File: src/rtl/hydration_scheduler.sv
// Hydration reminder controller: interval/snooze FSM, drink detection and a per-day drink counter.
// Optional escalation flag on the final alert is enabled by defining HYDRATION_ESCALATE_EN.
module hydration_scheduler #(
  parameter int unsigned INTERVAL_MIN = 60,
  parameter int unsigned SNOOZE_MIN   = 10,
  parameter int unsigned MAX_SNOOZE   = 3,
  parameter logic [7:0]  WAKE_HOUR    = 8'h07,
  parameter logic [7:0]  SLEEP_HOUR   = 8'h22
) (
  input  logic       clk,
  input  logic       reset,
  input  logic       min_tick,
  input  logic [3:0] hMSD,
  input  logic [3:0] hLSD,
  input  logic [3:0] water_level,
  input  logic       ack,
  output logic       remind,
  output logic       missed,
  output logic [7:0] drink_count,
  output logic [1:0] state_o,
  output logic       urgent
);

  typedef enum logic [1:0] {
    S_SLEEP  = 2'd0,
    S_WAIT   = 2'd1,
    S_ALERT  = 2'd2,
    S_SNOOZE = 2'd3
  } state_t;

`ifdef HYDRATION_ESCALATE_EN
  localparam bit ESC_EN = 1'b1;
`else
  localparam bit ESC_EN = 1'b0;
`endif

  localparam logic [7:0] INT_LAST = 8'(INTERVAL_MIN - 1);
  localparam logic [7:0] SNZ_LAST = 8'(SNOOZE_MIN - 1);
  localparam logic [3:0] ACK_LAST = 4'(MAX_SNOOZE - 1);

  state_t     state_q;
  logic [7:0] cnt_q;
  logic [3:0] snz_q;
  logic [3:0] prev_q;
  logic       remind_q;
  logic       missed_q;
  logic [7:0] drink_q;
  logic       urgent_q;

  logic [7:0] hour;
  logic       in_win;
  logic       drink;
  logic       final_alert;

  function automatic logic [7:0] sat_inc(input logic [7:0] v);
    return (v == 8'hFF) ? v : v + 8'd1;
  endfunction

  assign hour        = {hMSD, hLSD};
  assign in_win      = (hMSD <= 4'd9) && (hLSD <= 4'd9) &&
                       (hour >= WAKE_HOUR) && (hour < SLEEP_HOUR);
  assign drink       = (water_level < prev_q);
  assign final_alert = ESC_EN && (snz_q == ACK_LAST);

  // remind/urgent default low each cycle; they are re-asserted only when entering or staying in ALERT
  always_ff @(posedge clk) begin
    if (!reset) begin
      state_q  <= S_SLEEP;
      cnt_q    <= 8'd0;
      snz_q    <= 4'd0;
      prev_q   <= 4'h0;
      remind_q <= 1'b0;
      missed_q <= 1'b0;
      drink_q  <= 8'd0;
      urgent_q <= 1'b0;
    end else begin
      prev_q   <= water_level;
      missed_q <= 1'b0;
      remind_q <= 1'b0;
      urgent_q <= 1'b0;
      if (!in_win) begin
        state_q <= S_SLEEP;
        cnt_q   <= 8'd0;
        snz_q   <= 4'd0;
      end else begin
        case (state_q)
          S_SLEEP: begin
            state_q <= S_WAIT;
            cnt_q   <= 8'd0;
            snz_q   <= 4'd0;
            drink_q <= 8'd0;
          end
          S_WAIT: begin
            if (drink) begin
              cnt_q   <= 8'd0;
              drink_q <= sat_inc(drink_q);
            end else if (min_tick) begin
              if (cnt_q == INT_LAST) begin
                state_q  <= S_ALERT;
                cnt_q    <= 8'd0;
                remind_q <= 1'b1;
                urgent_q <= final_alert;
              end else begin
                cnt_q <= cnt_q + 8'd1;
              end
            end
          end
          S_ALERT: begin
            if (drink) begin
              state_q <= S_WAIT;
              cnt_q   <= 8'd0;
              snz_q   <= 4'd0;
              drink_q <= sat_inc(drink_q);
            end else if (ack) begin
              cnt_q <= 8'd0;
              if (snz_q == ACK_LAST) begin
                state_q  <= S_WAIT;
                snz_q    <= 4'd0;
                missed_q <= 1'b1;
              end else begin
                state_q <= S_SNOOZE;
                snz_q   <= snz_q + 4'd1;
              end
            end else begin
              remind_q <= 1'b1;
              urgent_q <= final_alert;
            end
          end
          S_SNOOZE: begin
            if (drink) begin
              state_q <= S_WAIT;
              cnt_q   <= 8'd0;
              snz_q   <= 4'd0;
              drink_q <= sat_inc(drink_q);
            end else if (min_tick) begin
              if (cnt_q == SNZ_LAST) begin
                state_q  <= S_ALERT;
                cnt_q    <= 8'd0;
                remind_q <= 1'b1;
                urgent_q <= final_alert;
              end else begin
                cnt_q <= cnt_q + 8'd1;
              end
            end
          end
          default: state_q <= S_SLEEP;
        endcase
      end
    end
  end

  assign remind      = remind_q;
  assign missed      = missed_q;
  assign drink_count = drink_q;
  assign state_o     = state_q;
  assign urgent      = urgent_q;

endmodule

File: config.mk
export PLATFORM = sky130hd
export DESIGN_NAME = hydration_scheduler
export DESIGN_NICKNAME = d
export VERILOG_FILES = /design/src/rtl/hydration_scheduler.sv
export SDC_FILE = /design/constraint.sdc
export NUM_CORES = 1
export LEC_CHECK = 0
export BUFFER_PORTS_ARGS = -buffer_cell sky130_fd_sc_hd__buf_2
export CAP_MARGIN = 20
export CORE_MARGIN = 2
export CORE_UTILIZATION = 50
export DETAILED_ROUTE_END_ITERATION = 6
export PLACE_DENSITY = 0.87
export SLEW_MARGIN = 40
export SYNTH_ARGS = -nofsm -noshare
export SYNTH_HDL_FRONTEND = slang
export SYNTH_SLANG_ARGS = --single-unit
File: constraint.sdc
create_clock -name clk -period 1.9 [get_ports clk]
set_clock_uncertainty 0.1 [all_clocks]
set_input_delay 0.095 -clock clk [delete_from_list [all_inputs] [get_ports clk]]
set_output_delay 0.095 -clock clk [all_outputs]
set_load 0.01 [all_outputs]
* Word level (Yosys, flattened, before mapping)
Cells that the tools add are included.
** Operators by class
- Multiplexer cells :: 37
- Reductions and logical operators :: 12
- Equality and inequality tests :: 17
- $lt $le $gt $ge :: 5
- Bitwise logic cells :: 4
- $add $sub $neg :: 3
** Operators by type and width (count)
- $mux 8 :: 10
- $pmux 8 s4 :: 1
- $mux 2 :: 9
- $add 8x1->8 const B :: 2
- $mux 4 :: 4
- $pmux 8 s2 :: 1
- $ne 3x3->1 const B :: 4
- $pmux 4 s3 :: 1
- $ne 2x2->1 const B :: 5
- $mux 1 :: 9
- $reduce_and 3->1 :: 3
- $eq 8x4->1 const B :: 1
- $eq 8x6->1 const B :: 1
- $eq 8x8->1 const B :: 1
- $ge 8x3->1 const B :: 1
- $le 4x4->1 const B :: 2
- $lt 8x6->1 const B :: 1
- $pmux 2 s4 :: 1
- $reduce_and 6->1 :: 1
- $reduce_or 5->1 :: 1
- $add 4x1->4 const B :: 1
- $eq 2x2->1 const B :: 2
- $eq 4x2->1 const B :: 1
- $lt 4x4->1 :: 1
- other kinds (9) :: 14
** Word-level totals
- Register bits after elaboration :: 28
- Output and inout port bits :: 13

* Longest topological paths before layout
- Depth after elaboration :: 6
- Depth in mapped cells :: 7

* Worst setup path before layout
OpenSTA, ideal clock, no wires.
- Path kind :: register to register
- Start :: register prev_q[1]
- End :: register cnt_q[7]
- Arrival :: 1888 ps
- Period minus slack after synthesis :: 2057 ps
- Slack :: -157 ps
- Buffers on the path :: 0
- Required time :: 1731 ps
- Cell stages (with the launch flop) :: 7
- Cells stage by stage :: dfxtp_1 inv_1 ha_1 a2111oi_4 o31ai_2 or4_4 a21oi_2
** Between the ends
- Cells in the longest elaborated chain, start to end :: 3
- Elaborated cells between the ends (all ways) :: 9
- Classes of those cells :: 1 x order compare; 3 x eq/ne; 4 x mux; 1 x reduce/logical
** RTL lines
- from (decl) :: line 44 : logic [3:0] prev_q;
- from (signal assigned) :: line 77 : prev_q <= water_level;
- $lt 4x4->1 * :: line 62 : assign drink = (water_level < prev_q);
- $mux 8 (tied with other cells) :: line 130 : if (drink) begin
- $pmux 8 s4 / $reduce_and 3->1 (equally long branches)
- to (signal assigned) :: line 104 : cnt_q <= cnt_q + 8'd1;
- to (signal assigned) :: line 142 : cnt_q <= cnt_q + 8'd1;
- to (decl) :: line 42 : logic [7:0] cnt_q;
Mark *: on every way between the ends. The rest lies on a longest branch, timed or not.
A chain may end at the register's enable or synchronous reset.

* Worst setup path after layout
- Start :: register prev_q[2]
- End :: register drink_q[2], in the netlist drink_count[2]
** Between the ends
- Cells in the longest elaborated chain, start to end :: 3
** RTL lines
- $lt 4x4->1 :: line 62
- $ne 2x1->1 (no source line)
- $reduce_and 3->1 (no source line)
- to (signal assigned) :: line 96 : drink_q <= sat_inc(drink_q);
- to (signal assigned) :: line 113 : drink_q <= sat_inc(drink_q);
- to (signal assigned) :: line 134 : drink_q <= sat_inc(drink_q);
- to (decl) :: line 47 : logic [7:0] drink_q;
Every way passes these cells.

==> metrics.yaml <==
status: "finished, violations left"
violations: "setup timing"
crit_buf_inv: 3
min_path_type: "input pin to flop"
chipHeight_um: 62.0
antenna_found_initial: 0
syn2layout_area_growth_pct: 40.8
numPortBuffers: 27
final_util: 0.720
power.leakage_nw: 0.931
clkTransAtPathRegs_ns: 0.15
synth_area_leaders: "dfxtp_1 (33%), ha_1 (6.0%), nand2_1 (5.1%)"
timing.fmax_mhz: 488
mostFrequentLayoutCells: "buf_2 (27), buf_4 (27), dfxtp_1 (23)"
ys_types: 52
critPathMaxFanout: 6
cp_top_family: "compound AO/OA/AOI/OAI gates"
syn-instance-count: 204
htree_levels: 1
peakVddDrop_mv: 0.275
synth_top_flop_cell: "dfxtp_1"
async_flop_share: 0
synth_edf_count: 0
slew_headroom: 0.513
grt_max_degree: 16
syn_avg_cell_area_sq_um: 8.24
syn_nets: 228
worstMarginPinSlew_ns: 0.728
grtUsageTotal: 0.234
diodes: 0
ys_seq_area_frac: 0.334
cts_buffers: 3
place_area_sq_mm: 0.00207
drive_gt1_frac: 0.394
routed_wl_mm: 4.63
rsz0062_at_grt: "yes"
min_period_ns: 2.05
routedWlPerCell_um: 14.7
synth_area_sq_mm: 0.00168
slowest_delay_ns: 0.34
final_max_slew_viol_count: 0
root_buffer: "clkbuf_4"
nets: 294
avgViaCountPerCell: 5.80
core-area_sq_mm: 0.00328
dp_hpwl_mm: 2.98
setup-violations-final: 16
ys_ff_latch: 28
arrival_ns: 2.16
grt_pass1_vias: 1596
die_w_um: 62.0
path_depth: 9
r2r_cells: 9
crit_required_ns: 2.01
placementRows: 21
period_share: 1.08
clk_latency_ns: 0.34
cts_tree: "built"
cts_num_sinks: 28
design_area_sq_mm: 0.00237
drc_errors: 0
hold_violations: 0
drt_iter0_markers: 94
slowest_stage: "dfxtp_1"
overflow: 0
cp_cell_sequence: "inv_1, ha_1, o21a_4, or2_4, buf_4, a21oi_2, buf_6, a211o_1, o221ai_2"
synth.top_cell.area_share: 0.334
critPathLaunchType: "flop"
gp_congestion: 0.938
ioPinCount: 29
grt_first_pass_wirelength_mm: 6.82
power.density_mw_per_mm2: 469
start_util: 0.512
synth_area_leader_cell: "dfxtp_1"
maxCapViolCount: 0
ys_warn_count: 0
cts_buffer_depth: 2
dr_total_vias: 1826
worstSetupEndpointType: "flop"
crit_type: "flop to flop"
die_area_sq_mm: 0.00384
whs_path_depth: 4
fin_ws_ns: -0.147
drt-pass1-iter-count: 5
drtAntennaViolNets: 0
## cell type report
type / count / area, sq um
multi-input cells: 160 / 1210
fillers: 258 / 918
flip-flops and latches: 28 / 567
repair buffers: 65 / 454
well taps: 46 / 57.6
inverters: 12 / 45.0
clock buffers: 4 / 36.3
## cell usage after synthesis (3+ instances only)
cell type,count
dfxtp_1,28
nand2_1,23
nor2_1,20
inv_1,12
a21oi_1,10
ha_1,8
nand3_1,8
and3_1,7
nor3_1,6
o21ai_0,6
xor2_1,5
a31oi_1,4
and2_1,4
o22ai_1,4
o31ai_1,4
a211o_1,3
a211oi_1,3
nor4_1,3
## flip-flops by register name (all words and copies together) (netlist names)
| signal | count |
|---|---|
| cnt_q | 8 |
| drink_count | 8 |
| missed | 1 |
| prev_q | 4 |
| remind | 1 |
| snz_q | 4 |
| state_o | 2 |
## worst register-to-register path: cells and delay by family, from the launching register on
family	cells	cell delay [ns]
AO/OA/AOI/OAI	4	0.59
adder cells (fa/ha/maj)	1	0.30
buffers and inverters	3	0.32
flip-flops	1	0.34
AND/OR/NAND/NOR	1	0.25
## logic make-up after synthesis
family / count (synthesis) / share of synthesized area
XOR/XNOR: 6 / 0.0313
buffers and inverters: 16 / 0.0402
multiplexers: 1 / 0.00670
flip-flops: 28 / 0.334
AO/OA/AOI/OAI: 53 / 0.237
AND/OR/NAND/NOR: 91 / 0.290
adder cells (fa/ha/maj): 8 / 0.0596
other: 1 / 0.00223
## timing repair
action,4_1_cts,5_1_grt
setup buffers,0,5
gates resized for setup,7,34
endpoints found under the hold margin,5,1
endpoints found under the setup margin,13,22
hold buffers,5,1
pin swaps,5,12
## stage by stage
| stage | cells | TNS, ns | setup slack (ns) | hold slack, ns | power (mW) |
|---|---|---|---|---|---|
| floorplan | 204 | -0.0854 | -0.0854 | 0.122 | 0.692 |
| global placement | 300 | -0.0177 | -0.0176 | 0.231 | 0.755 |
| detailed placement | 300 | -0.405 | -0.0931 | 0.233 | 0.759 |
| CTS | 309 | -0.207 | -0.0689 | 0.00369 | 1.06 |
| global route | 315 | -2.27 | -0.225 | 0.0806 | 1.16 |
| finish | 315 | -1.10 | -0.147 | 0.0635 | 1.11 |
## report_power, final
part	internal, mW	switching, mW	leakage, nW	total (mW)
Clock	0.118	0.182	0.0210	0.299
Combinational	0.108	0.108	0.681	0.215
Sequential	0.593	0.00279	0.229	0.596
Total	0.818	0.292	0.931	1.11
## final timing paths
path | from | to | slack (ns)
hold reg to reg | state_o[1] | missed | 0.41
hold / removal | ack | remind | 0.06
setup reg to reg | prev_q[2] | drink_count[2] | -0.15
setup / recovery | prev_q[2] | drink_count[2] | -0.15
## metal layers
layer	share of wire	global-route usage
met5	0	0
met4	0.0076	0.0729
met3	0.041	0.0373
met2	0.53	0.394
met1	0.42	0.305
(Power assumes the default switching activity.)
